**src/rtl/stream_concat_fifo_n_pkg.sv**
```systemverilog
// Shared helpers for the stream concatenation FIFO: lane entry sizing and
// the enabled-lane tlast disagreement test.
package stream_concat_fifo_n_pkg;

  localparam int MAX_STREAMS = 16;

  // A lane entry is the payload plus its tlast bit.
  function automatic int lane_entry_width(input int data_w);
    return data_w + 1;
  endfunction

  function automatic logic last_mismatch(input logic [MAX_STREAMS-1:0] en,
                                         input logic [MAX_STREAMS-1:0] last);
    return (|(en & last)) && (|(en & ~last));
  endfunction

endpackage

```
**src/rtl/stream_concat_fifo_n_if.sv**
```systemverilog
// Handshake bundle between the lane producers, the concatenator and the pixel writer.
interface stream_concat_fifo_n_if #(
  parameter int NUM_STREAMS  = 4,
  parameter int STREAM_WIDTH = 8
);
  logic [NUM_STREAMS-1:0]              s_stream_tenable;
  logic [NUM_STREAMS-1:0]              s_stream_tvalid;
  logic [NUM_STREAMS*STREAM_WIDTH-1:0] s_stream_tdata;
  logic [NUM_STREAMS-1:0]              s_stream_tlast;
  logic [NUM_STREAMS-1:0]              s_stream_tready;
  logic                                m_stream_tvalid;
  logic [NUM_STREAMS*STREAM_WIDTH-1:0] m_stream_tdata;
  logic                                m_stream_tlast;
  logic [NUM_STREAMS-1:0]              m_stream_tuser;
  logic                                m_stream_tready;

  modport master (
    output s_stream_tenable, s_stream_tvalid, s_stream_tdata, s_stream_tlast,
    input  s_stream_tready,
    input  m_stream_tvalid, m_stream_tdata, m_stream_tlast, m_stream_tuser,
    output m_stream_tready
  );

  modport slave (
    input  s_stream_tenable, s_stream_tvalid, s_stream_tdata, s_stream_tlast,
    output s_stream_tready,
    output m_stream_tvalid, m_stream_tdata, m_stream_tlast, m_stream_tuser,
    input  m_stream_tready
  );
endinterface

```
**src/rtl/stream_concat_fifo_n_lane.sv**
```systemverilog
// One input lane: a 2^D entry FIFO of {tlast, tdata} with an asynchronous head,
// or a pure pass-through when D is 0.
module stream_concat_lane
  import stream_concat_fifo_n_pkg::*;
#(
  parameter int W = 8,
  parameter int D = 5
) (
  input  logic         aclk,
  input  logic         reset,
  input  logic         flush,
  input  logic         s_tvalid,
  input  logic [W-1:0] s_tdata,
  input  logic         s_tlast,
  output logic         s_tready,
  input  logic         pop,
  output logic [W-1:0] head_data,
  output logic         head_last,
  output logic         empty
);

  generate
    if (D == 0) begin : g_bypass
      // Without storage the producer is only accepted when the beat is consumed.
      logic unused_bypass;
      assign unused_bypass = ^{aclk, reset, flush};
      assign s_tready  = pop;
      assign head_data = s_tdata;
      assign head_last = s_tlast;
      assign empty     = !s_tvalid;
    end else begin : g_fifo
      localparam int DEPTH = 1 << D;
      localparam int EW    = lane_entry_width(W);
      localparam logic [D:0] PTR_ONE = {{D{1'b0}}, 1'b1};

      logic [EW-1:0] mem_q [DEPTH];
      logic [D:0]    wr_ptr_q, wr_ptr_d;
      logic [D:0]    rd_ptr_q, rd_ptr_d;
      logic          full_q, full_d;
      logic          wr_en;

      assign s_tready = !full_q && !reset;
      assign wr_en    = s_tvalid && s_tready && !flush;
      assign empty    = (wr_ptr_q == rd_ptr_q);
      assign {head_last, head_data} = mem_q[rd_ptr_q[D-1:0]];

      always_comb begin
        wr_ptr_d = wr_ptr_q;
        rd_ptr_d = rd_ptr_q;
        if (flush) begin
          wr_ptr_d = '0;
          rd_ptr_d = '0;
        end else begin
          if (wr_en) wr_ptr_d = wr_ptr_q + PTR_ONE;
          if (pop && !empty) rd_ptr_d = rd_ptr_q + PTR_ONE;
        end
        // Full is computed from next-state pointers so tready is a clean flop.
        full_d = (wr_ptr_d[D-1:0] == rd_ptr_d[D-1:0]) && (wr_ptr_d[D] != rd_ptr_d[D]);
      end

      always_ff @(posedge aclk) begin
        if (reset) begin
          wr_ptr_q <= '0;
          rd_ptr_q <= '0;
          full_q   <= 1'b0;
        end else begin
          wr_ptr_q <= wr_ptr_d;
          rd_ptr_q <= rd_ptr_d;
          full_q   <= full_d;
        end
      end

      always_ff @(posedge aclk) begin
        if (wr_en) mem_q[wr_ptr_q[D-1:0]] <= {s_tlast, s_tdata};
      end
    end
  endgenerate

endmodule

```
**src/rtl/stream_concat_fifo_n.sv**
```systemverilog
// Joins NUM_STREAMS buffered lanes into one wide beat once every enabled lane
// has data; disabled lanes read as zero and are left untouched.
module stream_concat_fifo_n
  import stream_concat_fifo_n_pkg::*;
#(
  parameter int NUM_STREAMS     = 4,
  parameter int STREAM_WIDTH    = 8,
  parameter int FIFO_DEPTH_POW2 = 5,
  parameter int OPT_REG_OUTPUT  = 0
) (
  input  logic                  aclk,
  input  logic                  reset,
  input  logic                  flush,
  stream_concat_fifo_n_if.slave bus,
  output logic                  err_tlast_mismatch
);

  localparam int N  = NUM_STREAMS;
  localparam int W  = STREAM_WIDTH;
  localparam int BW = N * W;

  logic [N-1:0]  en;
  logic [N-1:0]  lane_empty, lane_last, lane_ok, lane_pop, lane_ready;
  logic [BW-1:0] lane_head, beat_data;
  logic          avail, stage_ready, pop, beat_last, beat_mm;
  logic          err_q, err_d;

  assign en = bus.s_stream_tenable;

  genvar gi;
  generate
    for (gi = 0; gi < N; gi++) begin : g_lane
      stream_concat_lane #(
        .W (W),
        .D (FIFO_DEPTH_POW2)
      ) u_lane (
        .aclk      (aclk),
        .reset     (reset),
        .flush     (flush),
        .s_tvalid  (bus.s_stream_tvalid[gi]),
        .s_tdata   (bus.s_stream_tdata[gi*W +: W]),
        .s_tlast   (bus.s_stream_tlast[gi]),
        .s_tready  (lane_ready[gi]),
        .pop       (lane_pop[gi]),
        .head_data (lane_head[gi*W +: W]),
        .head_last (lane_last[gi]),
        .empty     (lane_empty[gi])
      );
      assign lane_ok[gi]            = !en[gi] || !lane_empty[gi];
      assign lane_pop[gi]           = pop && en[gi];
      assign beat_data[gi*W +: W]   = en[gi] ? lane_head[gi*W +: W] : '0;
    end
  endgenerate

  assign bus.s_stream_tready = lane_ready;

  // An all-disabled mask never completes, so no empty beats are produced.
  assign avail     = (&lane_ok) && (|en);
  assign pop       = avail && stage_ready && !reset && !flush;
  assign beat_last = |(en & lane_last);
  assign beat_mm   = last_mismatch(MAX_STREAMS'(en), MAX_STREAMS'(lane_last));

  always_comb begin
    err_d = pop && beat_mm;
  end

  always_ff @(posedge aclk) begin
    if (reset || flush) err_q <= 1'b0;
    else                err_q <= err_d;
  end

  assign err_tlast_mismatch = err_q;

  generate
    if (OPT_REG_OUTPUT == 0) begin : g_comb_out
      assign stage_ready         = bus.m_stream_tready;
      assign bus.m_stream_tvalid = avail && !reset && !flush;
      assign bus.m_stream_tdata  = beat_data;
      assign bus.m_stream_tlast  = beat_last;
      assign bus.m_stream_tuser  = en;
    end else begin : g_reg_out
      logic          out_valid_q, out_valid_d;
      logic [BW-1:0] out_data_q, out_data_d;
      logic          out_last_q, out_last_d;
      logic [N-1:0]  out_user_q, out_user_d;

      // Loading whenever the register is empty or being drained keeps 1 beat/cycle.
      assign stage_ready = !out_valid_q || bus.m_stream_tready;

      always_comb begin
        out_valid_d = out_valid_q;
        out_data_d  = out_data_q;
        out_last_d  = out_last_q;
        out_user_d  = out_user_q;
        if (flush) begin
          out_valid_d = 1'b0;
        end else if (pop) begin
          out_valid_d = 1'b1;
          out_data_d  = beat_data;
          out_last_d  = beat_last;
          out_user_d  = en;
        end else if (bus.m_stream_tready) begin
          out_valid_d = 1'b0;
        end
      end

      always_ff @(posedge aclk) begin
        if (reset) begin
          out_valid_q <= 1'b0;
          out_data_q  <= '0;
          out_last_q  <= 1'b0;
          out_user_q  <= '0;
        end else begin
          out_valid_q <= out_valid_d;
          out_data_q  <= out_data_d;
          out_last_q  <= out_last_d;
          out_user_q  <= out_user_d;
        end
      end

      assign bus.m_stream_tvalid = out_valid_q && !reset && !flush;
      assign bus.m_stream_tdata  = out_data_q;
      assign bus.m_stream_tlast  = out_last_q;
      assign bus.m_stream_tuser  = out_user_q;
    end
  endgenerate

endmodule

```
**src/flat_wrapper.sv**
```systemverilog
// flat-port wrapper written by rule: the top's interface ports become plain ports
module stream_concat_fifo_n_flat import stream_concat_fifo_n_pkg::*;
#(
  parameter int NUM_STREAMS     = 4,
  parameter int STREAM_WIDTH    = 8,
  parameter int FIFO_DEPTH_POW2 = 5,
  parameter int OPT_REG_OUTPUT  = 0
)
  (aclk, reset, flush, err_tlast_mismatch, bus_s_stream_tenable, bus_s_stream_tvalid, bus_s_stream_tdata, bus_s_stream_tlast, bus_s_stream_tready, bus_m_stream_tvalid, bus_m_stream_tdata, bus_m_stream_tlast, bus_m_stream_tuser, bus_m_stream_tready);
  stream_concat_fifo_n_if #(.NUM_STREAMS(NUM_STREAMS), .STREAM_WIDTH(STREAM_WIDTH)) bus_i ();
  input  logic aclk;
  input  logic reset;
  input  logic flush;
  output logic err_tlast_mismatch;
  input wire logic [$bits(bus_i.s_stream_tenable)-1:0] bus_s_stream_tenable;
  input wire logic [$bits(bus_i.s_stream_tvalid)-1:0] bus_s_stream_tvalid;
  input wire logic [$bits(bus_i.s_stream_tdata)-1:0] bus_s_stream_tdata;
  input wire logic [$bits(bus_i.s_stream_tlast)-1:0] bus_s_stream_tlast;
  output wire logic [$bits(bus_i.s_stream_tready)-1:0] bus_s_stream_tready;
  output wire logic [$bits(bus_i.m_stream_tvalid)-1:0] bus_m_stream_tvalid;
  output wire logic [$bits(bus_i.m_stream_tdata)-1:0] bus_m_stream_tdata;
  output wire logic [$bits(bus_i.m_stream_tlast)-1:0] bus_m_stream_tlast;
  output wire logic [$bits(bus_i.m_stream_tuser)-1:0] bus_m_stream_tuser;
  input wire logic [$bits(bus_i.m_stream_tready)-1:0] bus_m_stream_tready;
  assign bus_i.s_stream_tenable = bus_s_stream_tenable;
  assign bus_i.s_stream_tvalid = bus_s_stream_tvalid;
  assign bus_i.s_stream_tdata = bus_s_stream_tdata;
  assign bus_i.s_stream_tlast = bus_s_stream_tlast;
  assign bus_s_stream_tready = bus_i.s_stream_tready;
  assign bus_m_stream_tvalid = bus_i.m_stream_tvalid;
  assign bus_m_stream_tdata = bus_i.m_stream_tdata;
  assign bus_m_stream_tlast = bus_i.m_stream_tlast;
  assign bus_m_stream_tuser = bus_i.m_stream_tuser;
  assign bus_i.m_stream_tready = bus_m_stream_tready;
  stream_concat_fifo_n #(.NUM_STREAMS(NUM_STREAMS), .STREAM_WIDTH(STREAM_WIDTH), .FIFO_DEPTH_POW2(FIFO_DEPTH_POW2), .OPT_REG_OUTPUT(OPT_REG_OUTPUT)) u_core (.aclk(aclk), .reset(reset), .flush(flush), .bus(bus_i), .err_tlast_mismatch(err_tlast_mismatch));
endmodule
```
**config.mk**
```make
export PLATFORM = sky130hd
export DESIGN_NAME = stream_concat_fifo_n_flat
export DESIGN_NICKNAME = d
export VERILOG_FILES = /design/src/rtl/stream_concat_fifo_n_pkg.sv /design/src/rtl/stream_concat_fifo_n_if.sv /design/src/rtl/stream_concat_fifo_n_lane.sv /design/src/rtl/stream_concat_fifo_n.sv /design/src/flat_wrapper.sv
export SDC_FILE = /design/constraint.sdc
export NUM_CORES = 1
export LEC_CHECK = 0
export CAP_MARGIN = 10
export CORE_ASPECT_RATIO = 1.1
export CORE_MARGIN = 4
export CORE_UTILIZATION = 60
export DETAILED_ROUTE_END_ITERATION = 10
export PLACE_DENSITY = 0.75
export SLEW_MARGIN = 25
export SYNTH_ARGS = -nofsm -noshare
export SYNTH_HDL_FRONTEND = slang
export SYNTH_SLANG_ARGS = --single-unit
```
**constraint.sdc**
```tcl
create_clock -name aclk -period 3.4 [get_ports aclk]
set_input_delay 0.68 -clock aclk [delete_from_list [all_inputs] [get_ports aclk]]
set_output_delay 0.68 -clock aclk [all_outputs]
set_load 0.01 [all_outputs]
```
==> out/qor.log, run 1 <==
INFO  setup_path     setup.reg_to_reg.worst_slack=390ps
INFO  synth          number_of_synthesized_flops_with_an_enable_pin=1,152
INFO  power          seqPwrFrac=55.9%
INFO  die            die_x=277um
INFO  synth          synth_seq_cells=1,205
INFO  power          power.net_switching=5720uW
INFO  placed_design  place_worst_setup_slack=-202ps
INFO  setup_path     worst_r2r_startpoint=u_core.g_lane[1].u_lane.g_fifo.rd_ptr_q[1]$_SDFF_PP0_
INFO  detailed_routing drt_pass1_iterations=7
INFO  detailed_routing antenna_left=0
INFO  setup_path     worst-endpoint-required=2720ps
INFO  placed_design  place.gp.congestion=0.858
INFO  placed_design  placedCellCount=3,552
INFO  setup_path     endpoint=bus_m_stream_tlast
INFO  synth          yosys_warnings=0
INFO  global_route   grt.total_usage=26.8%
INFO  die            number_of_core_rows=108
INFO  setup_path     number_of_stages_on_the_worst_setup_path=9
INFO  power          static-leakage-power=0.0179uW
INFO  die            effective_utilization_at_floorplan=60.5%
INFO  final_layout   flow.area_growth_from_synthesis=18.7%
INFO  synth          synth_cell_type_count=51
INFO  setup_path     crit_path_start=u_core.g_lane[1].u_lane.g_fifo.rd_ptr_q[0]$_SDFF_PP0_
INFO  setup_path     crit_arrival=3090ps
INFO  detailed_routing post_drt_via_cell_ratio=6.40
INFO  final_layout   final_layout_size_suffix_gt1_share=35.0%
INFO  synth          postSynthNetCount=2,341
INFO  synth          synth.avg_cell_area=21.0um^2
INFO  outcome        status=finished, violations left
INFO  clocking       cts.path.max_buffers=3
INFO  clocking       clkLatencyLatePin=690ps
INFO  clocking       cts.reportedPaths.clkPinSlew=60ps
INFO  power          p_clk_share=42.2%
INFO  detailed_routing route.vias.total=24.6k
INFO  timing         fin_clk_skew=28.8ps
INFO  power          cellInternalPower=23,400uW
INFO  setup_path     worst-path-max-fanout=5
INFO  timing         timing.fmax=265MHz
INFO  synth          synthArstFlopShare=0%
INFO  timing         rsz0062_at_grt=true
INFO  die            io-pin-count=91
INFO  worst_hold_path min_from=bus_s_stream_tlast[3]
INFO  die            die_y_extent=304um
INFO  synth          seq_area_frac_synth=74.7%
INFO  die            dieArea=0.0842mm^2
INFO  setup_path     cp_slowest_stage_delay=510ps
INFO  global_route   grt_overflow=0
INFO  timing         holdWs=486ps
INFO  detailed_routing finalWirelength=112mm
INFO  final_layout   finish.cell_count_without_fillers=3,842
INFO  clocking       cts_made_buffers=113
INFO  setup_path     reg2reg_depth=9
INFO  power          vdd_drop_max=0.480mV
INFO  setup_path     worstSetupEndpointType=output pin
INFO  setup_path     crit_chain=buf_6 -> buf_8 -> mux4_2 -> a21oi_2 -> a211oi_1 -> a21o_1 -> a22oi_2 -> o221ai_4 -> buf_6
INFO  setup_path     timing_worst_setup_path_type=flip-flop to output pin
INFO  detailed_routing detailed_route_iter0_violations=2,885
INFO  timing         timing.slew.headroom=49.1%
INFO  timing         hold_viol_final=0
INFO  worst_hold_path timing.hold.worst_path_depth=1
INFO  timing         final_min_period_over_clock_period=111%
INFO  global_route   grt_pass1_wl=167mm
INFO  detailed_routing count_of_unresolved_drc_violations_after_routing=0
INFO  setup_path     worst-path-buf-inv=3
INFO  synth          mappedNetlistArea=0.0477mm^2
INFO  clocking       ctsHtreeMaxLevel=3
INFO  detailed_routing routed_wire_length_per_instance=29.0um
INFO  timing         timing_worst_slew_pin_value=758ps
INFO  power          power.share.switching=19.7%
INFO  setup_path     critPathSlowestCell=mux4_2
INFO  worst_hold_path hold_path.class=primary input to flip-flop
INFO  placed_design  dpl.hpwl=65.9mm
INFO  clocking       cts.sink_count=1,205
INFO  setup_path     crit_top_cell=buf_6
INFO  timing         finalSetupViolations=33
INFO  power          cellPowerDensity=513mW/mm^2
INFO  timing         min_period=3770ps
INFO  synth          postSynth.topFlopCell=edfxtp_1
INFO  timing         fin_ws=-371ps
INFO  clocking       cts_tree=built
INFO  placed_design  portBuffers=90
INFO  global_route   number_of_global_route_vias_before_repair=25.5k
INFO  global_route   grt_start_max_net_pins=49
INFO  outcome        failing_checks=negative setup slack
INFO  clocking       root_buffer=clkbuf_16
INFO  clocking       cts_hold_buf=0
INFO  flow_run       max_cap_violations=0
INFO  setup_path     worst_r2r_endpoint=u_core.g_lane[1].u_lane.g_fifo.full_q$_SDFF_PP0_
INFO  die            core_area=0.0789mm^2
INFO  power          power_frac_comb=1.9%
INFO  setup_path     start_kind=flip-flop
INFO  final_layout   final_nets=2,766
INFO  synth          synthCells=2,273
INFO  timing         finalMaxSlewViolations=0
INFO  global_route   antenna_found_initial=6
INFO  setup_path     dominant_delay_contributor_by_cell_family_on_the_critical_path=compound AO/OA/AOI/OAI gates
==> worst register-to-register path, stage by stage (launching register included) <==
cell     delay [ps]
dfxtp_4         530
xor2_1          130
nor4_2          690
a311o_4         340
buf_4           220
nor2_1          130
and4_1          310
mux2i_1         260
xnor2_1         150
and4_1          190
==> cells by family after synthesis <==
logic type | count (synthesis) | share of synthesized area (%)
buffers and inverters | 137 | 1.25
AND/OR/NAND/NOR | 383 | 3.76
AO/OA/AOI/OAI | 45 | 0.624
flip-flops | 1205 | 74.7
XOR/XNOR | 95 | 1.83
multiplexers | 388 | 17.3
adder cells (fa/ha/maj) | 20 | 0.524
==> sequential cells by signal, indices dropped and copies added, names as in the netlist <==
register                              flops
u_core.err_tlast_mismatch                 1
u_core.g_lane.u_lane.g_fifo.mem_q      1152
u_core.g_lane.u_lane.g_fifo.wr_ptr_q     24
u_core.g_lane.u_lane.g_fifo.rd_ptr_q     24
u_core.g_lane.u_lane.g_fifo.full_q        4
==> cell usage after synthesis (6+ instances only) <==
library cell  instances  share of area (%)
nor2b_1              14               0.18
nand2_1              56               0.44
inv_1                10              0.079
mux2_2                6               0.14
xor2_1               40               0.73
nor2_1              225                1.8
nand4_1              18               0.24
buf_1                21               0.17
nor3_1                6              0.063
nand3b_1             12               0.19
dfxtp_1              53                2.2
nand3_1              11               0.12
edfxtp_1           1152                 72
buf_2                33               0.35
mux2i_1              31               0.65
a21oi_1              17               0.18
clkbuf_1             58               0.46
ha_1                 20               0.52
a211oi_1              6              0.094
buf_4                11               0.17
xnor2_1              52               0.95
mux4_2              351                 17
==> area by class of cell <==
class / instances / area [um^2]
multi-input combinational: 931 / 11800
clock buffer: 151 / 3030
sequential: 1205 / 35700
fill: 4490 / 22200
tap: 1045 / 1310
timing repair buffer: 433 / 4270
antenna: 2 / 5.00
clock inverter: 61 / 569
inverter: 14 / 52.6
==> placed cells by master, fill, tap and decap left out, drive strengths merged, types with 8 or more instances in the layout <==
cell type      instances
mux4                 351
mux2i                 31
dfxtp                 53
clkdlybuf4s50         42
bufinv                 9
xnor2                 52
nand3                 11
nor2                 225
nor3                   9
buf                  390
xor2                  40
nor4                   8
clkbuf               152
nand2                 56
inv                   15
nor2b                 14
ha                    20
a21oi                 17
nand3b                12
clkinv                45
nand4                 18
edfxtp              1152
==> layer usage <==
layer  track usage, %  share of wire (%)
met5                0              0.041
met2             44.4                 51
met4             9.27                3.4
met3             5.36                9.2
met1             36.4                 36
==> through the flow <==
stage | setup TNS (ps) | power [uW] | util, % | instance area, um^2
5_1_grt | -8880 | 30000 | 71.8 | 56700
2_1_floorplan | 0 | 16700 | - | 47700
3_5_place_dp | -320 | 17100 | 65.5 | 51700
6_report | -6370 | 29100 | 71.8 | 56700
3_3_place_gp | -294 | 17100 | 65.5 | 51700
4_1_cts | -7350 | 29200 | 71.6 | 56500
==> worst min path at each step <==
stage	to
after CTS	u_core.g_lane[2].u_lane.g_fifo.rd_ptr_q[5]$_SDFF_PP0_
after global routing	u_core.g_lane[3].u_lane.g_fifo.mem_q[28][8]$_DFFE_PP_
final	u_core.g_lane[3].u_lane.g_fifo.mem_q[24][8]$_DFFE_PP_
after floorplan	u_core.g_lane[1].u_lane.g_fifo.rd_ptr_q[5]$_SDFF_PP0_
after detailed placement	u_core.g_lane[2].u_lane.g_fifo.rd_ptr_q[5]$_SDFF_PP0_
after global placement	u_core.g_lane[3].u_lane.g_fifo.wr_ptr_q[5]$_SDFF_PP0_
==> power groups by stage <==
| stage | Combinational (uW) | Clock, uW | Sequential [uW] |
|---|---|---|---|
| after floorplan | 131 | 0 | 16600 |
| after global placement | 516 | 0 | 16600 |
| after detailed placement | 543 | 0 | 16600 |
| after CTS | 543 | 12400 | 16300 |
| after global routing | 585 | 13200 | 16300 |
| final | 546 | 12300 | 16300 |
==> what timing repair did <==
action,CTS,global route
gates resized for setup,246,50
pin swaps,11,20
endpoints found under the setup margin,34,34
cloned,13,1
hold endpoints to repair,0,0
setup buffers,54,16
(Power assumes the default switching activity.)
==> inputs of run 2 (changes only) <==
--- a/config.mk
+++ b/config.mk
@@ -11,6 +11,7 @@
 export CORE_UTILIZATION = 60
 export DETAILED_ROUTE_END_ITERATION = 10
 export PLACE_DENSITY = 0.75
+export REMOVE_ABC_BUFFERS = 1
 export SLEW_MARGIN = 25
 export SYNTH_ARGS = -nofsm -noshare
 export SYNTH_HDL_FRONTEND = slang
==> run 2 against run 1 <==
Compared with the run above: the flow still finishes with violations (negative setup slack); clock skew down 7.0 ps; combinational power about the same; non-clock buffer count up 26; final cell count up 0.49%; count of clock-buffer cells in the layout down 14; worst setup slack better by 35 ps; worst hold slack better by 10 ps; via count down 0.94%; clock power about the same; critical endpoint is now bus_m_stream_tdata[10]; largest cell class unchanged.
==> out/qor.log, run 2 (synthesis gave the netlist of run 1 again) <==
INFO  timing         holdWs=497ps [was 486 ps]
INFO  timing         timing_worst_slew_pin_value=1020ps [was 758 ps]
INFO  setup_path     worst-endpoint-required=2720ps [about the same]
INFO  clocking       cts_tree=built [unchanged]
INFO  global_route   grt_start_max_net_pins=49 [unchanged]
INFO  clocking       ctsHtreeMaxLevel=3 [unchanged]
INFO  detailed_routing routed_wire_length_per_instance=28.1um [was 29.0 um]
INFO  detailed_routing drt_pass1_iterations=5 [was 7]
INFO  detailed_routing detailed_route_iter0_violations=3,064 [was 2,885]
INFO  setup_path     start_kind=flip-flop [unchanged]
INFO  die            dieArea=0.0842mm^2 [unchanged]
INFO  setup_path     crit_arrival=3060ps [was 3090 ps]
INFO  die            io-pin-count=91 [unchanged]
INFO  final_layout   layout.cells.most_common=edfxtp_1 [unchanged]
INFO  clocking       cts.sink_count=1,205 [unchanged]
INFO  power          cellPowerDensity=514mW/mm^2 [was 513 mW/mm^2]
INFO  setup_path     crit_chain=buf_6 -> buf_12 -> buf_16 -> buf_12 -> mux4_2 -> mux4_2 -> mux2i_1 -> nor2_1 -> buf_2 [was buf_6 -> buf_8 -> mux4_2 -> a21oi_2 -> a211oi_1 -> a21o_1 -> a22oi_2 -> o221ai_4 -> buf_6]
INFO  die            effective_utilization_at_floorplan=60.5% [unchanged]
INFO  die            die_x=277um [unchanged]
INFO  global_route   grt.total_usage=25.9% [was 26.8%]
INFO  final_layout   filler_cell_count=4,437 [was 4,490]
INFO  placed_design  dpl.hpwl=64.3mm [was 65.9 mm]
INFO  timing         hold_viol_final=0 [unchanged]
INFO  clocking       cts_made_buffers=112 [was 113]
INFO  flow_run       max_cap_violations=0 [unchanged]
INFO  timing         timing.slew.headroom=31.6% [was 49.1%]
INFO  global_route   grt_overflow=0 [unchanged]
INFO  outcome        status=finished, violations left [unchanged]
INFO  clocking       cts_hold_buf=0 [unchanged]
INFO  setup_path     critPathSlowestCell=mux4_2 [unchanged]
INFO  global_route   antenna_found_initial=3 [was 6]
INFO  detailed_routing antenna_left=0 [unchanged]
INFO  die            core_area=0.0789mm^2 [unchanged]
INFO  setup_path     timing_worst_setup_path_type=flip-flop to output pin [unchanged]
INFO  clocking       cts.path.max_buffers=3 [unchanged]
INFO  final_layout   final_layout_size_suffix_gt1_share=35.1% [was 35.0%]
INFO  power          report.power.total=29,200uW [was 29,100 uW]
INFO  final_layout   final_nets=2,791 [was 2,766]
INFO  placed_design  place.gp.congestion=0.804 [was 0.858]
INFO  placed_design  portBuffers=90 [unchanged]
INFO  detailed_routing finalWirelength=108mm [was 112 mm]
INFO  timing         fin_clk_skew=21.8ps [was 28.8 ps]
INFO  detailed_routing wl_met2=55.7mm [was 57.1 mm]
INFO  timing         final_min_period_over_clock_period=110% [was 111%]
INFO  timing         finalMaxSlewViolations=0 [unchanged]
INFO  clocking       cts.reportedPaths.clkPinSlew=70ps [was 60 ps]
INFO  setup_path     dominant_delay_contributor_by_cell_family_on_the_critical_path=multiplexers [was compound AO/OA/AOI/OAI gates]
INFO  die            number_of_core_rows=108 [unchanged]
INFO  detailed_routing m1WireLength=40.9mm [was 40.4 mm]
INFO  die            die_y_extent=304um [unchanged]
INFO  setup_path     worst-path-max-fanout=8 [was 5]
INFO  setup_path     worst-path-buf-inv=5 [was 3]
INFO  timing         finalSetupViolations=34 [was 33]
INFO  timing         fin_ws=-336ps [was -371 ps]
INFO  final_layout   largest_register_ff_count=1,152 [unchanged]
INFO  detailed_routing route.vias.total=24.4k [was 24.6k]
INFO  global_route   grt_pass1_wl=164mm [was 167 mm]
INFO  timing         min_period=3740ps [was 3770 ps]
INFO  timing         rsz0062_at_grt=true [unchanged]
INFO  final_layout   layout.cells.most_common_list=edfxtp_1 (1,152), mux4_2 (351), buf_4 (281) [was edfxtp_1 (1,152), mux4_2 (351), buf_4 (257)]
INFO  power          vdd_drop_max=0.438mV [was 0.480 mV]
INFO  detailed_routing count_of_unresolved_drc_violations_after_routing=0 [unchanged]
INFO  final_layout   flow.area_growth_from_synthesis=18.8% [was 18.7%]
INFO  power          static-leakage-power=0.0180uW [was 0.0179 uW]
INFO  timing         timing.fmax=268MHz [was 265 MHz]
INFO  detailed_routing top_layer_used=met5 [unchanged]
INFO  global_route   number_of_global_route_vias_before_repair=25.4k [was 25.5k]
INFO  setup_path     cp_slowest_stage_delay=540ps [was 510 ps]
INFO  outcome        failing_checks=negative setup slack [unchanged]
INFO  clocking       clkLatencyLatePin=680ps [was 690 ps]
INFO  detailed_routing met3RoutedLength=9.23mm [was 10.3 mm]
INFO  clocking       root_buffer=clkbuf_16 [unchanged]
INFO  detailed_routing post_drt_via_cell_ratio=6.31 [was 6.40]
INFO  worst_hold_path hold_path.class=primary input to flip-flop [unchanged]
INFO  setup_path     worstSetupEndpointType=output pin [unchanged]
-- run 2: worst paths after layout --
check / from / depth (start not counted) / slack (ps) / to
setup / recovery: u_core.g_lane[1].u_lane.g_fifo.rd_ptr_q[0]$_SDFF_PP0_ / 9 / -340 / bus_m_stream_tdata[10]
hold reg to reg: u_core.g_lane[0].u_lane.g_fifo.rd_ptr_q[5]$_SDFF_PP0_ / 2 / 590 / u_core.g_lane[0].u_lane.g_fifo.rd_ptr_q[5]$_SDFF_PP0_
setup reg to reg: u_core.g_lane[1].u_lane.g_fifo.rd_ptr_q[0]$_SDFF_PP0_ / 13 / 550 / u_core.g_lane[0].u_lane.g_fifo.full_q$_SDFF_PP0_
hold / removal: bus_s_stream_tdata[29] / 1 / 500 / u_core.g_lane[3].u_lane.g_fifo.mem_q[13][5]$_DFFE_PP_
-- run 2: metal layers --
layer | track usage [%] | vias up
li1 | - | 10200
met1 | 35.9 | 12759
met2 | 43.4 | 1224
met3 | 4.68 | 179
met4 | 7.06 | 2
met5 | 0 | -
-- run 2: cell type report --
cell class | count | area [um^2] | area share (%)
Multi-Input combinational cell | 931 | 11700 | 20.6
Tap cell | 1045 | 1310 | 2.30
Timing Repair Buffer | 459 | 4420 | 7.79
Clock inverter | 68 | 619 | 1.09
Clock buffer | 137 | 2970 | 5.23
Sequential cell | 1205 | 35700 | 62.9
Inverter | 14 | 52.6 | 0.0926
Antenna cell | 2 | 5.00 | 0.00882
-- run 2: power by group --
group,switching (uW),internal (uW)
clock network,5330,7020
logic,380,167
registers,8.57,16300
total,5710,23400
-- run 2: timing repair --
action,4_1_cts,5_1_grt
gates resized for setup,240,42
buffers inserted,69,15
setup endpoints to repair,34,34
gates cloned,15,0
pin swaps,26,24
-- run 2: through the flow --
| stage | cell area [um^2] | util (%) | worst slack (ps) | setup TNS, ps | cells |
|---|---|---|---|---|---|
| floorplan | 47200 | - | -2130 | -101680 | 2150 |
| global placement | 51800 | 65.6 | -735 | -1060 | 3567 |
| detailed placement | 51800 | 65.6 | -717 | -1250 | 3567 |
| CTS | 56700 | 71.8 | -363 | -8550 | 3854 |
| global route | 56700 | 71.9 | -410 | -9920 | 3860 |
| finish | 56700 | 71.9 | -336 | -7280 | 3861 |
==> inputs of run 3 (changes only) <==
--- a/config.mk
+++ b/config.mk
@@ -8,9 +8,10 @@
 export CAP_MARGIN = 10
 export CORE_ASPECT_RATIO = 1.1
 export CORE_MARGIN = 4
-export CORE_UTILIZATION = 60
+export CORE_UTILIZATION = 30
 export DETAILED_ROUTE_END_ITERATION = 10
-export PLACE_DENSITY = 0.75
+export GPL_TIMING_DRIVEN = 1
+export PLACE_DENSITY = 0.42
 export REMOVE_ABC_BUFFERS = 1
 export SLEW_MARGIN = 25
 export SYNTH_ARGS = -nofsm -noshare
==> run 3 against run 2 <==
Compared with the run above: the run still ends with negative setup slack left; global-route usage decreased by 11 points; worst setup slack got worse by 100 ps; sequential cell count unchanged; non-clock buffer count increased by 47; largest power group unchanged; count of clock-buffer cells in the layout increased by 17.
==> out/qor.log, run 3 (synthesis gave the netlist of run 1 again) <==
INFO  clocking       cts_tree=built [unchanged]
INFO  detailed_routing antenna_left=0 [unchanged]
INFO  final_layout   layout.cells.most_common_list=edfxtp_1 (1,152), mux4_2 (351), buf_4 (311) [was edfxtp_1 (1,152), mux4_2 (351), buf_4 (281)]
INFO  clocking       cts.reportedPaths.clkPinSlew=60ps [was 70 ps]
INFO  detailed_routing finalWirelength=122mm [was 108 mm]
INFO  timing         finalSetupViolations=34 [unchanged]
INFO  timing         final_min_period_over_clock_period=113% [was 110%]
INFO  clocking       cts.sink_count=1,205 [unchanged]
INFO  placed_design  place_worst_setup_slack=-220ps [was -717 ps]
INFO  final_layout   flow.area_growth_from_synthesis=24.5% [was 18.8%]
INFO  worst_hold_path hold_path.class=primary input to flip-flop [unchanged]
INFO  global_route   antenna_found_initial=3 [unchanged]
INFO  clocking       clkLatencyLatePin=770ps [was 680 ps]
INFO  timing         timing_worst_slew_pin_value=619ps [was 1020 ps]
INFO  die            number_of_core_rows=153 [was 108]
INFO  global_route   grt.total_usage=14.8% [was 25.9%]
INFO  clocking       root_buffer=clkbuf_16 [unchanged]
INFO  timing         finalMaxSlewViolations=0 [unchanged]
INFO  placed_design  dpl.hpwl=77.4mm [was 64.3 mm]
INFO  final_layout   layout.cells.most_common=edfxtp_1 [unchanged]
INFO  timing         hold_viol_final=0 [unchanged]
INFO  placed_design  place.gp.congestion=0.742 [was 0.804]
INFO  setup_path     timing_worst_setup_path_type=flip-flop to output pin [unchanged]
INFO  outcome        failing_checks=negative setup slack [unchanged]
INFO  clocking       cts.path.max_buffers=3 [unchanged]
INFO  timing         fin_ws=-439ps [was -336 ps]
INFO  die            effective_utilization_at_floorplan=30.2% [was 60.5%]
INFO  placed_design  placed_area=0.0537mm^2 [was 0.0518 mm^2]
INFO  detailed_routing routed_wire_length_per_instance=24.5um [was 28.1 um]
INFO  global_route   number_of_global_route_vias_before_repair=25.1k [was 25.4k]
INFO  setup_path     start_kind=flip-flop [unchanged]
INFO  detailed_routing count_of_unresolved_drc_violations_after_routing=0 [unchanged]
INFO  placed_design  portBuffers=90 [unchanged]
INFO  detailed_routing post_drt_via_cell_ratio=4.74 [was 6.31]
INFO  detailed_routing route.vias.total=23.6k [was 24.4k]
INFO  die            die_y_extent=426um [was 304 um]
INFO  clocking       cts_made_buffers=132 [was 112]
INFO  clocking       cts_hold_buf=0 [unchanged]
INFO  setup_path     crit_arrival=3160ps [was 3060 ps]
INFO  timing         timing.slew.headroom=58.7% [was 31.6%]
INFO  die            io-pin-count=91 [unchanged]
INFO  final_layout   seqCellArea=0.0357mm^2 [about the same]
INFO  die            die_x=388um [was 277 um]
INFO  setup_path     worstSetupEndpointType=output pin [unchanged]
INFO  setup_path     worst-endpoint-required=2720ps [about the same]
INFO  global_route   grt_pass1_wl=178mm [was 164 mm]
INFO  timing         min_period=3840ps [was 3740 ps]
INFO  final_layout   final_layout_size_suffix_gt1_share=36.9% [was 35.1%]
INFO  timing         fin_clk_skew=22.7ps [was 21.8 ps]
INFO  final_layout   final_nets=2,858 [was 2,791]
INFO  global_route   grt_start_max_net_pins=49 [unchanged]
INFO  final_layout   filler_cell_count=14.5k [was 4,437]
INFO  timing         rsz0062_at_grt=true [unchanged]
INFO  clocking       ctsHtreeMaxLevel=4 [was 3]
INFO  die            core_area=0.158mm^2 [was 0.0789 mm^2]
INFO  final_layout   stdcell_area=0.0595mm^2 [was 0.0567 mm^2]
INFO  global_route   grt_overflow=0 [unchanged]
INFO  outcome        status=finished, violations left [unchanged]
INFO  flow_run       max_cap_violations=0 [unchanged]
INFO  power          static-leakage-power=0.0187uW [was 0.0180 uW]
INFO  power          cellPowerDensity=524mW/mm^2 [was 514 mW/mm^2]
INFO  final_layout   multi_input_comb_area=0.0117mm^2 [about the same]
INFO  die            dieArea=0.166mm^2 [was 0.0842 mm^2]
INFO  detailed_routing detailed_route_iter0_violations=1,456 [was 3,064]
INFO  timing         timing.fmax=260MHz [was 268 MHz]
INFO  final_layout   largest_register_ff_count=1,152 [unchanged]
INFO  power          vdd_drop_max=0.401mV [was 0.438 mV]
INFO  setup_path     worst-path-max-fanout=6 [was 8]
INFO  detailed_routing drt_pass1_iterations=5 [unchanged]
==> run 3: cell types whose count changed in the layout (fill, tap and decap cells not counted), sizes merged <==
cell	delta
clkdlybuf4s50	+2
inv	+1
dlygate4sd2	-1
bufbuf	-1
clkbuf	+20
clkinv	+11
clkinvlp	-2
bufinv	+3
diode	-1
buf	+44
==> run 3: layer usage <==
layer | global-route usage (%) | vias up | wire length, um
met5 | 0 | - | 13
met4 | 4.38 | 2 | 2750
met3 | 2.47 | 171 | 4730
met2 | 24.8 | 499 | 60900
met1 | 19.8 | 12573 | 53500
li1 | - | 10359 | -
==> run 3: power by group <==
group / leakage, uW / total (uW) / switching, uW / internal (uW)
Combinational: 0.00583 / 583 / 400 / 183
Clock: 0.00211 / 14300 / 5970 / 8360
Sequential: 0.0108 / 16300 / 8.00 / 16300
Total: 0.0187 / 31200 / 6380 / 24800
==> run 3: worst max-delay path: stages (launching register included) <==
cell      delay [ps]
dfxtp_4          440
buf_6            150
buf_6             90
mux2_4           290
o22ai_2          170
nor3_2            60
mux4_2           590
a22oi_2          250
o221ai_4         190
buf_6            170
==> run 3: layout make-up <==
cell class                      instances  area share (%)
Multi-Input combinational cell        931            19.7
Sequential cell                      1205            60.0
Tap cell                             2092            4.40
Timing Repair Buffer                  506            8.51
Clock inverter                         81            1.54
Antenna cell                            1         0.00421
Inverter                               14          0.0884
Clock buffer                          154            5.77
==> run 3: path summary, 6_finish.rpt <==
| kind | from | endpoint | slack [ps] | depth (start not counted) |
|---|---|---|---|---|
| max | u_core.g_lane[2].u_lane.g_fifo.rd_ptr_q[0]$_SDFF_PP0_ | bus_m_stream_tlast | -440 | 9 |
| min | bus_s_stream_tdata[19] | u_core.g_lane[2].u_lane.g_fifo.mem_q[9][3]$_DFFE_PP_ | 420 | 1 |
| max reg2reg | u_core.g_lane[1].u_lane.g_fifo.rd_ptr_q[0]$_SDFF_PP0_ | u_core.g_lane[2].u_lane.g_fifo.full_q$_SDFF_PP0_ | 390 | 12 |
| min reg2reg | u_core.g_lane[3].u_lane.g_fifo.wr_ptr_q[5]$_SDFF_PP0_ | u_core.g_lane[3].u_lane.g_fifo.wr_ptr_q[5]$_SDFF_PP0_ | 570 | 2 |
==> run 3: through the flow <==
step	TNS [ps]	power [uW]	util (%)	hold WS (ps)	instances
2_1_floorplan	-101680	16700	-	526	2150
3_3_place_gp	-1160	17200	34.0	554	4653
3_5_place_dp	-1210	17200	34.0	563	4653
4_1_cts	-13090	31700	37.3	576	4943
5_1_grt	-14040	32400	37.6	403	4983
6_report	-9440	31200	37.6	425	4984
==> run 3: repair_timing <==
item                                    4_1_cts  5_1_grt
endpoints found under the setup margin       34       34
pin swaps                                    12       14
setup buffers                                50       38
cloned                                        6        3
gates resized for setup                     230       31
